[src/rtl/threshold_cal_ctrl.sv]
// Cutoff configuration, per-frame mask counting and y-cutoff auto-calibration
// for the YCrCb threshold stage. Host writes are shadowed and committed at frame starts.
module threshold_cal_ctrl #(
   parameter int COUNT_WIDTH   = 17,
   parameter int TARGET_LO     = 2000,
   parameter int TARGET_HI     = 6000,
   parameter int Y_STEP        = 4,
   parameter int MAX_CAL_ITERS = 32,
   parameter int Y_RST         = 128,
   parameter int CR_RST        = 160,
   parameter int CB_RST        = 160
) (
   input  logic                   clk_in,
   input  logic                   rst_in,
   input  logic                   cfg_valid_in,
   input  logic [1:0]             cfg_addr_in,
   input  logic [7:0]             cfg_data_in,
   output logic                   cfg_ready_out,
   input  logic                   new_frame_in,
   input  logic                   mask_valid_in,
   input  logic                   mask_in,
   input  logic                   cal_start_in,
   output logic [7:0]             y_cutoff_out,
   output logic [7:0]             cr_cutoff_out,
   output logic [7:0]             cb_cutoff_out,
   output logic [COUNT_WIDTH-1:0] mask_count_out,
   output logic                   cal_busy_out,
   output logic                   cal_done_out,
   output logic                   cal_ok_out
);
   // state    | meaning
   // IDLE     | host writes allowed, waiting for cal_start_in
   // SETTLE   | discard the frame following a cutoff change
   // MEASURE  | count the frame used for the decision
   // ADJUST   | compare count to band, step y cutoff
   // DONE     | report result, pulse cal_done_out
   typedef enum logic [2:0] {IDLE, SETTLE, MEASURE, ADJUST, DONE} state_t;

   localparam int                     ITER_W    = (MAX_CAL_ITERS > 1) ? $clog2(MAX_CAL_ITERS) : 1;
   localparam logic [ITER_W-1:0]      ITER_LAST = ITER_W'(MAX_CAL_ITERS - 1);
   localparam logic [ITER_W-1:0]      ITER_ONE  = ITER_W'(1);
   localparam logic [7:0]             Y_STEP_B  = 8'(Y_STEP);
   localparam logic [31:0]            LO_B      = 32'(TARGET_LO);
   localparam logic [31:0]            HI_B      = 32'(TARGET_HI);
   localparam logic [COUNT_WIDTH-1:0] CNT_MAX   = '1;
   localparam logic [COUNT_WIDTH-1:0] CNT_ONE   = COUNT_WIDTH'(1);

   state_t                 state_q, state_d;
   logic [7:0]             y_q, y_d, cr_q, cr_d, cb_q, cb_d;
   logic [7:0]             y_sh_q, y_sh_d, cr_sh_q, cr_sh_d, cb_sh_q, cb_sh_d;
   logic                   pending_q, pending_d;
   logic [COUNT_WIDTH-1:0] cnt_q, cnt_d, mask_count_q, mask_count_d;
   logic [ITER_W-1:0]      iter_q, iter_d;
   logic                   busy_q, busy_d, done_q, done_d, ok_q, ok_d, ready_q, ready_d;

   logic [COUNT_WIDTH-1:0] cnt_inc;
   logic [31:0]            count_ext;
   logic [7:0]             y_up, y_dn, y_next;
   logic                   at_limit;

   always_comb begin
      cnt_inc   = cnt_q;
      count_ext = 32'(mask_count_q);
      y_up      = (y_q > (8'd255 - Y_STEP_B)) ? 8'd255 : (y_q + Y_STEP_B);
      y_dn      = (y_q < Y_STEP_B) ? 8'd0 : (y_q - Y_STEP_B);
      y_next    = y_q;
      at_limit  = 1'b0;

      state_d      = state_q;
      y_d          = y_q;
      cr_d         = cr_q;
      cb_d         = cb_q;
      y_sh_d       = y_sh_q;
      cr_sh_d      = cr_sh_q;
      cb_sh_d      = cb_sh_q;
      pending_d    = pending_q;
      cnt_d        = cnt_q;
      mask_count_d = mask_count_q;
      iter_d       = iter_q;
      ok_d         = ok_q;

      if (mask_valid_in && mask_in && (cnt_q != CNT_MAX)) begin
         cnt_inc = cnt_q + CNT_ONE;
      end

      if (new_frame_in) begin
         mask_count_d = cnt_inc;
         cnt_d        = '0;
      end else begin
         cnt_d = cnt_inc;
      end

      // Commit uses the pre-write shadow so a same-cycle write waits a frame.
      if (new_frame_in && pending_q) begin
         y_d       = y_sh_q;
         cr_d      = cr_sh_q;
         cb_d      = cb_sh_q;
         pending_d = 1'b0;
      end

      if (cfg_valid_in && ready_q) begin
         case (cfg_addr_in)
            2'd0: begin y_sh_d  = cfg_data_in; pending_d = 1'b1; end
            2'd1: begin cr_sh_d = cfg_data_in; pending_d = 1'b1; end
            2'd2: begin cb_sh_d = cfg_data_in; pending_d = 1'b1; end
            default: ;
         endcase
      end

      case (state_q)
         IDLE: begin
            if (cal_start_in) begin
               state_d = SETTLE;
               iter_d  = '0;
               ok_d    = 1'b0;
            end
         end
         SETTLE:  if (new_frame_in) state_d = MEASURE;
         MEASURE: if (new_frame_in) state_d = ADJUST;
         ADJUST: begin
            // mask_count_q was loaded from the measured frame on entry here.
            if ((count_ext >= LO_B) && (count_ext <= HI_B)) begin
               ok_d    = 1'b1;
               state_d = DONE;
            end else begin
               if (count_ext > HI_B) begin
                  y_next   = y_up;
                  at_limit = (y_q == 8'd255);
               end else begin
                  y_next   = y_dn;
                  at_limit = (y_q == 8'd0);
               end
               y_d    = y_next;
               y_sh_d = y_next;
               if (at_limit || (iter_q == ITER_LAST)) begin
                  ok_d    = 1'b0;
                  state_d = DONE;
               end else begin
                  iter_d  = iter_q + ITER_ONE;
                  state_d = SETTLE;
               end
            end
         end
         DONE:    state_d = IDLE;
         default: state_d = IDLE;
      endcase

      busy_d  = (state_d == SETTLE) || (state_d == MEASURE) || (state_d == ADJUST);
      done_d  = (state_d == DONE);
      ready_d = !busy_d;
   end

   always_ff @(posedge clk_in) begin
      if (!rst_in) begin
         state_q      <= IDLE;
         y_q          <= 8'(Y_RST);
         cr_q         <= 8'(CR_RST);
         cb_q         <= 8'(CB_RST);
         y_sh_q       <= 8'(Y_RST);
         cr_sh_q      <= 8'(CR_RST);
         cb_sh_q      <= 8'(CB_RST);
         pending_q    <= 1'b0;
         cnt_q        <= '0;
         mask_count_q <= '0;
         iter_q       <= '0;
         busy_q       <= 1'b0;
         done_q       <= 1'b0;
         ok_q         <= 1'b0;
         ready_q      <= 1'b1;
      end else begin
         state_q      <= state_d;
         y_q          <= y_d;
         cr_q         <= cr_d;
         cb_q         <= cb_d;
         y_sh_q       <= y_sh_d;
         cr_sh_q      <= cr_sh_d;
         cb_sh_q      <= cb_sh_d;
         pending_q    <= pending_d;
         cnt_q        <= cnt_d;
         mask_count_q <= mask_count_d;
         iter_q       <= iter_d;
         busy_q       <= busy_d;
         done_q       <= done_d;
         ok_q         <= ok_d;
         ready_q      <= ready_d;
      end
   end

   assign y_cutoff_out   = y_q;
   assign cr_cutoff_out  = cr_q;
   assign cb_cutoff_out  = cb_q;
   assign mask_count_out = mask_count_q;
   assign cal_busy_out   = busy_q;
   assign cal_done_out   = done_q;
   assign cal_ok_out     = ok_q;
   assign cfg_ready_out  = ready_q;

endmodule
[config.mk]
export PLATFORM = sky130hd
export DESIGN_NAME = threshold_cal_ctrl
export DESIGN_NICKNAME = d
export VERILOG_FILES = /design/src/rtl/threshold_cal_ctrl.sv
export SDC_FILE = /design/constraint.sdc
export NUM_CORES = 1
export LEC_CHECK = 0
export BUFFER_PORTS_ARGS = -buffer_cell sky130_fd_sc_hd__buf_2
export CAP_MARGIN = 5
export CORE_UTILIZATION = 28
export DETAILED_ROUTE_END_ITERATION = 10
export GPL_ROUTABILITY_DRIVEN = 0
export GPL_TIMING_DRIVEN = 0
export PLACE_DENSITY = 0.56
export SETUP_SLACK_MARGIN = 0.1
export SLEW_MARGIN = 20
export SYNTH_ARGS = -nofsm -noshare
export SYNTH_HDL_FRONTEND = slang
export SYNTH_SLANG_ARGS = --single-unit
export TNS_END_PERCENT = 100
[constraint.sdc]
create_clock -name clk_in -period 2.11 [get_ports clk_in]
set_clock_uncertainty 0.05 [all_clocks]
set_input_delay 0.422 -clock clk_in [delete_from_list [all_inputs] [get_ports clk_in]]
set_output_delay 0.422 -clock clk_in [all_outputs]
set_load 0.005 [all_outputs]
* Word level (Yosys, flattened, before mapping)
Cells that the tools add are included.
** Cells by class
- Add/subtract/negate cells :: 4
- Order comparisons :: 5
- Equality and inequality tests :: 16
- Mux-type cells :: 31
- Bitwise logic cells :: 1
- Reduce and logical (&&, ||, !) cells :: 19
** Operators by type and width (number)
- 8-bit two-way mux :: 10
- 17-bit by 1-bit adder with 17-bit output, second input constant :: 1
- 17-bit by 11-bit greater-or-equal comparator with 1-bit output, second input constant :: 1
- 17-bit by 13-bit greater-than comparator with 1-bit output, second input constant :: 1
- 17-bit by 13-bit less-or-equal comparator with 1-bit output, second input constant :: 1
- 17-bit two-way mux :: 1
- 17-bit inequality test, second input constant :: 1
- 3-bit two-way mux :: 5
- 5-bit two-way mux :: 3
- 3-bit by 2-bit equality test with 1-bit output, second input constant :: 4
- 3-bit one-hot mux with 4 select lines :: 1
- 5-bit one-hot mux with 2 select lines :: 1
- 1-bit two-way mux :: 9
- 8-bit by 3-bit adder with 8-bit output, second input constant :: 1
- 8-bit equality test, second input constant :: 1
- 8-bit greater-than comparator, second input constant :: 1
- 8-bit zero test :: 1
- 8-bit by 3-bit < comparator with 1-bit output, second input constant :: 1
- 8-bit by 3-bit subtractor with 8-bit output, second input constant :: 1
- 3-bit by 1-bit equality test with 1-bit output, second input constant :: 2
- 2-bit inequality test, second input constant :: 3
- 5-bit by 1-bit adder with 5-bit output, second input constant :: 1
- 5-bit equality test, second input constant :: 1
- 1-bit logical AND :: 5
- 16 further kinds :: 19
** Word-level totals
- Register bits :: 95
- Bits of input ports :: 17
- Output and inout bits :: 45
- Word-level logic and storage cells :: 91

* Depth between registers and ports, before layout
Gate-level depths: netlist (run 1).
- Depth in word-level cells :: 12
- Mapped depth :: 10
- Depth with buffers taken out :: 10

* Worst setup path after synthesis (run 1)
Ideal clock, no wire load.
- Path type :: register to register
- Start :: register cnt_q[7]
- End :: register mask_count_q[7] (netlist: mask_count_out[7])
- Setup time :: 0.086 ns
- Arrival time :: 2.185 ns
- Required time :: 1.974 ns
- Path slack :: -0.210 ns
- Stages on the path, launching flop included :: 11
- Buffers on the path :: 0
- Clock period less this slack :: 2.320 ns
- Cells stage by stage :: dfxtp_1 and4_1 and2_1 nand2_1 nor3_1 ha_1 nand3b_1 nor3_1 and4_1 xnor2_1 a211oi_1
** On the way
- Longest elaborated chain between the ends :: 3
- Elaborated cells between the ends (all ways) :: 4
** Ends and longest elaborated chain
- start, declared :: RTL line 52 : logic [COUNT_WIDTH-1:0] cnt_q, cnt_d, mask_count_q, mask_count_d;
- start signal, assigned :: RTL line 179 : cnt_q <= cnt_d;
- parallel branches: the longest is 2 deep, another holds 17-bit by 1-bit adder with 17-bit output
- 17-bit two-way mux (*) :: RTL line 82 : if (mask_valid_in && mask_in && (cnt_q != CNT_MAX)) begin
- end signal, assigned :: RTL line 180 : mask_count_q <= mask_count_d;
- end, declared :: RTL line 52
Mark *: on every way between the ends.
A chain may end at the register's enable or synchronous reset.

* Final worst setup path (run 1)
- Start :: register mask_count_q[16] (netlist: mask_count_out[16])
- End :: register ok_q (netlist: cal_ok_out)
** On the way
- Longest elaborated chain between the ends :: 7
- Elaborated cells between the ends (all ways) :: 12
** Ends and longest elaborated chain
- 17-bit by 13-bit greater-than comparator with 1-bit output :: RTL line 126 : if (count_ext > HI_B) begin
- 1-bit two-way mux :: RTL line 126
- 1-bit two-way mux :: RTL line 122 : if ((count_ext >= LO_B) && (count_ext <= HI_B)) begin
- 1-bit two-way mux :: RTL line 110 : case (state_q)
- 1-bit logical OR :: RTL line 135 : if (at_limit || (iter_q == ITER_LAST)) begin
- 3-bit inequality test (no line)
- 3-bit AND reduction (no line)
- end signal, assigned :: RTL line 184 : ok_q <= ok_d;
- end, declared :: RTL line 54 : logic busy_q, busy_d, done_q, done_d, ok_q, ok_d, ready_q, ready_d;
Several ways; a longest one is shown, not always the timed one. The select of a mux whose other input is x is not followed.

==> results.cfg, run 1 <==
[setup_path]
crit_type = register to register
path_max_fanout = 6
reg2reg_depth = 5
worstSetupStartpoint = mask_count_out[16]
cp_slowest_cell = or4_4
cp_cell_sequence = or4_4, a311o_2, o21a_4, a22o_4, o311a_1
cpPeakStageDelay_ns = 0.56
critical_path_buf_inv_count = 0
worstPathRequired_ns = 2.29
startpoint_type = register
cp.arrival_ns = 2.47
cp_num_cells = 5
end_kind = register
crit_family = compound AO/OA/AOI/OAI gates
rr_startpoint = mask_count_out[16]

[sta]
post-route-period-util_pct = 108.2
rsz0062_at_grt = true
final-setup-viol-count = 42
fmax_mhz = 438.0
setup_ws_ns = -0.1730
period_needed_ns = 2.283
worst_pin_slew_ns = 0.9606
finalMaxSlewViolations = 0
hold_viol_final = 0
slew_headroom_pct = 35.82

[worst_hold_path]
min_path_type = input pin to register
hp-start = cfg_data_in[5]
hold_depth = 3

[placement]
postPlaceCellArea_sq_um = 4778
dp.cells = 751
pre_cts_slack_ns = -0.4366
place.detailed.hpwl_mm = 8.392
io_buffer_count = 61

[status]
status = complete, but fails checks
violations = setup timing

[floorplan]
die_h_microns = 124.5
die_w_microns = 124.5
initial_core_util_pct = 28.80
placementRows = 44
design.core.area_sq_um = 14590
io_pins = 62
die-area_sq_um = 15500

[clocking]
cts_tree = yes
clk_transition_reported_paths_ns = 0.07
cts.sinks = 95
clock_path_buffers = 2
clk_latency_ns = 0.35
h-tree-depth = 3
clock-root-buffer = clkbuf_16
numCtsBuffers = 9

[grt]
grt_pass1_vias = 3714
gr-usage-all-layers_pct = 15.14
grt_max_degree = 19
grt_overflow_total = 0
grt_pass1_wl_mm = 18.93
antenna_found_initial = 0

[route]
dr.first_iter.drc_count = 223
postRouteAntennaNets = 0
wl_mm = 12.28
wl_per_cell_microns = 15.37
drcViolationCount = 0
viasPerCell = 5.013
dr_total_vias = 4005
drt_pass1_iterations = 4

[logic_synthesis]
synthTopCellsByCount = nand2_1 (106), dfxtp_1 (95), nor2_1 (48)
seq_area_frac_synth_pct = 45.27
yosysTopAreaCell = dfxtp_1
synth_area_per_cell_sq_um = 8.303
synth.most_common_cell = nand2_1
netlist_area_sq_um = 4202
synth_area_leaders = dfxtp_1 (45%), nand2_1 (9.5%), nor2_1 (4.3%), a21oi_1 (4.2%), xor2_1 (2.9%)
yosysTopAreaCellShare_pct = 45.27
synth.net_count = 531
async_reset_ff_share_pct = 0
yosysUniqueCellTypes = 57
synth_edf_count = 0
synth-main-ff-cell = dfxtp_1
syn-instance-count = 506
synth-seq-cells = 95
ys_warn_count = 0

[power_and_ir_drop]
pwr_density_cell_nw_per_um2 = 678.3
pwr-share-clk_pct = 40.4
netSwitchingPower_mw = 1.049
p_comb_share_pct = 11.4
ir_drop_mv = 0.4611
p_leak_nw = 2.232
pwr-share-seq_pct = 48.2
p_sw_share_pct = 26.98
internal-power_mw = 2.840

[finish]
nets = 635
ff_latch_area_sq_um = 1923
fill_cells = 1473
synthToLayoutAreaGrowth_pct = 36.45
drive_above_1_share_pct = 31.87
multiInputGateArea_sq_um = 2575
final_cell_area_sq_um = 5733
diodes = 0
final-instance-count-excl-fill = 799

[flow_run]
maxCapViolCount = 0
==> cell type report <==
cell class	count	share of cell area (%)
Timing Repair Buffer	93	9.843
Multi-Input combinational cell	374	44.91
Tap cell	184	4.016
Clock inverter	7	1.069
Inverter	11	0.7202
Sequential cell	95	33.54
Buffer	26	1.964
Clock buffer	9	3.928
==> flip-flops by register name, summed over array words and instances (netlist names) <==
signal          count
cnt_q              17
mask_count_out     17
cb_cutoff_out       8
cb_sh_q             8
cr_cutoff_out       8
cr_sh_q             8
y_cutoff_out        8
y_sh_q              8
iter_q              5
state_q             3
cal_busy_out        1
cal_done_out        1
cal_ok_out          1
cfg_ready_out       1
pending_q           1
==> what timing repair did <==
item	in CTS	in global routing
pin swaps	30	31
cloned	0	0
hold buffers	0	0
setup buffers	19	13
setup endpoints to repair	57	57
gates resized for setup	34	64
==> path summary, 6_finish.rpt <==
kind | endpoint | slack (ns)
setup / recovery | cal_ok_out | -0.17
setup reg to reg | cal_ok_out | -0.17
hold / removal | cr_sh_q[5] | 0.28
hold reg to reg | cb_cutoff_out[6] | 0.40
==> worst reg2reg max path, cell delays in order (launching register included) <==
cell     delay, ns
dfxtp_2       0.33
or4_4         0.56
a311o_2       0.41
o21a_4        0.27
a22o_4        0.27
o311a_1       0.29
==> stage by stage <==
step / hold slack [ns] / util (%) / TNS (ns) / power [mW]
after global placement: 0.3910 / 32.75 / -11.93 / 2.266
final: 0.2830 / 39.30 / -3.489 / 3.889
after global routing: 0.2852 / 39.30 / -7.190 / 4.051
after floorplan: 0.3821 / - / -0.2276 / 2.137
after CTS: 0.2781 / 36.45 / -3.698 / 3.871
after detailed placement: 0.3962 / 32.75 / -12.73 / 2.271
==> cells in the final DEF, fill, tap and decap left out, types with 5 or more instances in the layout <==
| master | synthesis | final |
|---|---|---|
| ha_1 | 8 | 6 |
| and3_1 | 8 | 7 |
| o21ai_0 | 11 | 6 |
| nor2_1 | 48 | 44 |
| buf_2 | 1 | 61 |
| clkbuf_1 | 22 | 21 |
| and2_1 | 8 | 6 |
| buf_6 | 0 | 7 |
| buf_4 | 0 | 27 |
| a211oi_2 | 0 | 5 |
| a211oi_1 | 14 | 8 |
| nand2_1 | 106 | 100 |
| nand3_1 | 22 | 16 |
| xor2_2 | 0 | 7 |
| clkbuf_16 | 0 | 9 |
| nand2_2 | 0 | 5 |
| xor2_1 | 14 | 6 |
| o21a_1 | 5 | 5 |
| dfxtp_2 | 0 | 11 |
| dfxtp_1 | 95 | 82 |
| a21oi_1 | 35 | 32 |
| a31oi_1 | 6 | 6 |
| mux2i_1 | 9 | 8 |
| inv_1 | 11 | 11 |
==> cells by family after synthesis <==
group	Yosys count	share of synthesized area (%)
xor gates and xnor gates	18	3.752
and+or+nand+nor	224	24.18
buffers and inverters	37	3.335
muxes	9	2.144
DFF	95	45.26
AOI/OAI and AO/OA	115	18.94
adders and majority gates	8	2.382
==> power by group through the flow <==
stage | registers (mW) | logic [mW] | clock network, mW
2_1_floorplan | 1.91 | 0.224 | 0
3_3_place_gp | 1.92 | 0.350 | 0
3_5_place_dp | 1.92 | 0.353 | 0
4_1_cts | 1.87 | 0.390 | 1.61
5_1_grt | 1.88 | 0.482 | 1.69
6_report | 1.87 | 0.443 | 1.57
==> layer usage <==
layer | global-route usage [%] | wire length [microns] | share of wire, %
met1 | 19.39 | 5611 | 46
met2 | 25.19 | 6018 | 49
met3 | 3.866 | 505 | 4.1
met4 | 3.898 | 145 | 1.2
met5 | 0 | 0 | 0
(Power assumes the default switching activity.)
==> run 2, diff against run 1 <==
==> constraint.sdc (replaced) <==
create_clock -name clk_in -period 1.9 [get_ports clk_in]
set_clock_uncertainty 0.05 [all_clocks]
set_input_delay 0.38 -clock clk_in [delete_from_list [all_inputs] [get_ports clk_in]]
set_output_delay 0.38 -clock clk_in [all_outputs]
set_load 0.005 [all_outputs]
==> results.cfg, run 2 (synthesized netlist as in run 1, its figures left out) <==
[status]
status = complete, but fails checks
violations = setup timing

[route]
postRouteAntennaNets = 0
wl_mm = 12.34
drt_pass1_iterations = 5
wl_per_cell_microns = 15.32
drcViolationCount = 0
dr_total_vias = 4094
viasPerCell = 5.079
dr.first_iter.drc_count = 168

[floorplan]
die_h_microns = 124.5
die_w_microns = 124.5
placementRows = 44
initial_core_util_pct = 28.80
design.core.area_sq_um = 14590
die-area_sq_um = 15500
io_pins = 62

[grt]
grt_pass1_wl_mm = 19.70
grt_max_degree = 18
gr-usage-all-layers_pct = 15.88
grt_pass1_vias = 3922
antenna_found_initial = 0
grt_overflow_total = 0

[setup_path]
reg2reg_depth = 5
cp.arrival_ns = 2.46
cp_cell_sequence = or4_4, a311o_2, o21a_4, a22o_4, o311a_1
worstPathRequired_ns = 2.09
crit_type = register to register
path_max_fanout = 7
cp_num_cells = 5
cp_slowest_cell = or4_4
cpPeakStageDelay_ns = 0.56
startpoint_type = register
critical_path_buf_inv_count = 0
crit_family = compound AO/OA/AOI/OAI gates
end_kind = register

[sta]
hold_viol_final = 0
fmax_mhz = 439.6
finalMaxSlewViolations = 0
setup_ws_ns = -0.3746
rsz0062_at_grt = true
slew_headroom_pct = 48.77
post-route-period-util_pct = 119.7
holdWs_ns = 0.2375
period_needed_ns = 2.275
final-setup-viol-count = 60
worst_pin_slew_ns = 0.7684

[finish]
layout_commonest_cell = nand2_1
synthToLayoutAreaGrowth_pct = 40.68
diodes = 0
nets = 643
layout_common_cells = nand2_1 (101), dfxtp_1 (82), buf_2 (61)
fill_cells = 1432
final-instance-count-excl-fill = 806
drive_above_1_share_pct = 32.64

[worst_hold_path]
min_path_type = input pin to register
hold_depth = 3

[power_and_ir_drop]
pwr-share-clk_pct = 42.1
p_total_mw = 4.477
ir_drop_mv = 0.4564
internal-power_mw = 3.298
pwr-share-seq_pct = 46.5
p_leak_nw = 2.318
pwr_density_cell_nw_per_um2 = 757.4
p_sw_share_pct = 26.33
netSwitchingPower_mw = 1.179
p_comb_share_pct = 11.4

[clocking]
h-tree-depth = 3
cts_tree = yes
clk_latency_ns = 0.35
clk_transition_reported_paths_ns = 0.08
numCtsBuffers = 9
cts.sinks = 95
postCtsHoldBufs = 0
clock-root-buffer = clkbuf_16
clock_path_buffers = 2

[flow_run]
maxCapViolCount = 0

[placement]
io_buffer_count = 61
place.detailed.hpwl_mm = 8.409
dp.cells = 751
-- run 2: final timing paths --
path	from	end	slack, ns
worst min-delay path	cfg_data_in[5]	cb_sh_q[5]	0.24
worst max-delay path	mask_count_out[13]	cal_ok_out	-0.37
worst max register to register	mask_count_out[13]	cal_ok_out	-0.37
worst min register to register	cb_cutoff_out[2]	cb_cutoff_out[2]	0.40
-- run 2: tightest hold or removal path, stage by stage --
cell and delay [ns]:
buf_2 0.11, nand2_1 0.05, nand3_1 0.07
-- run 2: power groups by stage --
stage | Combinational (mW) | Sequential, mW | Clock [mW]
final | 0.512 | 2.08 | 1.88
after global routing | 0.559 | 2.09 | 2.01
after CTS | 0.471 | 2.08 | 1.93
after detailed placement | 0.389 | 2.13 | 0
after global placement | 0.384 | 2.13 | 0
after floorplan | 0.249 | 2.12 | 0
-- run 2: per-layer routing --
layer | track usage (%) | vias to the layer above | wire length (microns)
met5 | 0 | - | 0
met3 | 3.222 | 26 | 483
met1 | 19.97 | 1975 | 5609
met2 | 26.62 | 96 | 5929
met4 | 5.953 | 0 | 321
li1 | - | 1997 | -
-- run 2: cell type report --
type	instances	area [sq um]	share of cell area [%]
Inverter	11	41.29	0.6986
Clock buffer	9	225.2	3.810
Tap cell	184	230.2	3.895
Clock inverter	6	77.57	1.312
Sequential cell	95	1926	32.58
Multi-Input combinational cell	374	2644	44.73
Buffer	26	116.4	1.969
Timing Repair Buffer	101	650.6	11.01
-- run 2: what timing repair did --
action / 4_1_cts / 5_1_grt
endpoints found under the setup margin: 60 / 67
gates resized for setup: 71 / 39
buffers inserted: 28 / 12
cloned: 0 / 0
pin swaps: 23 / 26
-- run 2: metrics by stage --
stage | TNS, ns | setup slack (ns) | cell area [sq um] | utilization [%]
floorplan | -6.354 | -0.3098 | 4255 | -
global placement | -24.31 | -0.6919 | 4791 | 32.84
detailed placement | -26.08 | -0.7231 | 4791 | 32.84
CTS | -14.78 | -0.4110 | 5633 | 38.61
global route | -19.78 | -0.4444 | 5911 | 40.51
finish | -14.33 | -0.3746 | 5911 | 40.51
==> run 3, diff against run 2 <==
--- a/config.mk
+++ b/config.mk
@@ -5,7 +5,7 @@
 export SDC_FILE = /design/constraint.sdc
 export NUM_CORES = 1
 export LEC_CHECK = 0
-export BUFFER_PORTS_ARGS = -buffer_cell sky130_fd_sc_hd__buf_2
+export BUFFER_PORTS_ARGS = -buffer_cell sky130_fd_sc_hd__buf_4
 export CAP_MARGIN = 5
 export CORE_UTILIZATION = 28
 export DETAILED_ROUTE_END_ITERATION = 10
==> results.cfg, run 3 (synthesized netlist as in run 1, its figures left out) <==
[sta]
worst_pin_slew_ns = 0.7008
period_needed_ns = 2.308
rsz0062_at_grt = true
post-route-period-util_pct = 121.5
hold_viol_final = 0
slew_headroom_pct = 53.28
holdWs_ns = 0.2272
fmax_mhz = 433.4
finalMaxSlewViolations = 0
final-setup-viol-count = 57
setup_ws_ns = -0.4076

[status]
violations = setup timing
status = complete, but fails checks

[route]
dr_total_vias = 4064
dr.first_iter.drc_count = 238
wl_mm = 12.55
wl_per_cell_microns = 15.45
drcViolationCount = 0
viasPerCell = 5.005
postRouteAntennaNets = 0
drt_pass1_iterations = 5

[power_and_ir_drop]
internal-power_mw = 3.316
pwr-share-clk_pct = 40.5
netSwitchingPower_mw = 1.103
p_comb_share_pct = 12.4
pwr_density_cell_nw_per_um2 = 717.5
p_leak_nw = 2.386
ir_drop_mv = 0.4109
p_sw_share_pct = 24.96
pwr-share-seq_pct = 47.1

[flow_run]
maxCapViolCount = 0

[finish]
diodes = 0
nets = 648
ff_latch_area_sq_um = 1931
layout_commonest_cell = nand2_1
fin_util_pct = 42.22
drive_above_1_share_pct = 34.24
fill_cells = 1416
synthToLayoutAreaGrowth_pct = 46.61
layout_common_cells = nand2_1 (100), buf_4 (92), dfxtp_1 (82)
multiInputGateArea_sq_um = 2671

[placement]
io_buffer_count = 61
place.detailed.hpwl_mm = 8.617

[floorplan]
die_h_microns = 124.5
die_w_microns = 124.5
die-area_sq_um = 15500
io_pins = 62
placementRows = 44
initial_core_util_pct = 28.80
design.core.area_sq_um = 14590

[grt]
grt_pass1_wl_mm = 20.36
grt_overflow_total = 0
antenna_found_initial = 0
grt_pass1_vias = 4092
grt_max_degree = 15
gr-usage-all-layers_pct = 16.45

[setup_path]
worstPathRequired_ns = 2.09
crit_type = register to register
startpoint_type = register
end_kind = register
path_max_fanout = 6
cp.arrival_ns = 2.50

[clocking]
clock-root-buffer = clkbuf_16
postCtsHoldBufs = 0
clk_latency_ns = 0.35
cts_tree = yes
cts.sinks = 95
numCtsBuffers = 9
clock_path_buffers = 2
h-tree-depth = 3
clk_transition_reported_paths_ns = 0.07

[worst_hold_path]
min_path_type = input pin to register
## run 3: cell count changes in the layout (fill, tap and decap cells not counted), moves of 3 or more
cell,delta
clkbuf_8,+5
buf_4,+63
xor2_4,+3
buf_12,+3
buf_2,-61
## run 3: layout make-up
type,instances,area share (%)
Tap cell,184,3.738
Inverter,11,0.6703
Multi-Input combinational cell,374,43.37
Buffer,26,1.869
Clock inverter,2,0.2031
Sequential cell,95,31.34
Clock buffer,14,4.611
Timing Repair Buffer,106,14.20
## run 3: final timing paths
path	from	endpoint	slack, ns	cells after the start
min reg2reg	cr_sh_q[2]	cr_cutoff_out[2]	0.40	2
max	mask_count_out[13]	cal_ok_out	-0.41	5
max reg2reg	mask_count_out[13]	cal_ok_out	-0.41	5
min	cfg_data_in[5]	cr_sh_q[5]	0.23	3
## run 3: per-layer routing
layer,GRT usage [%],up-vias,wire length (microns),part of all wire [%]
li1,-,1993,-,-
met1,20.19,1952,5646,45
met2,27.85,96,6037,48
met3,4.296,23,566,4.5
met4,5.315,0,299,2.4
met5,0,-,0,0
## run 3: what timing repair did
item	CTS	global route
endpoints found under the setup margin	61	64
gates resized for setup	83	33
pin swaps	30	22
cloned	0	0
buffers inserted	33	13
## run 3: critical path, stage by stage, from the launching register on
cell and delay [ns]:
dfxtp_2 0.32, or4_4 0.55, a311o_2 0.43, o21a_4 0.27
a22o_4 0.29, o311a_1 0.28
## run 3: metrics by stage
step	TNS (ns)	std cells	worst slack [ns]	instance area, sq um	power [mW]
global route	-20.26	812	-0.5163	6160	4.583
CTS	-15.00	800	-0.3949	5879	4.420
floorplan	-6.354	506	-0.3098	4255	2.372
global placement	-24.50	751	-0.6994	4943	2.537
finish	-14.47	812	-0.4076	6160	4.419
detailed placement	-26.84	751	-0.7333	4943	2.547
## run 3: power groups by stage
stage | combinational, mW | clock, mW | sequential, mW
floorplan | 0.249 | 0 | 2.12
finish | 0.547 | 1.79 | 2.08
CTS | 0.508 | 1.83 | 2.08
global route | 0.601 | 1.89 | 2.09
detailed placement | 0.415 | 0 | 2.13
global placement | 0.408 | 0 | 2.13
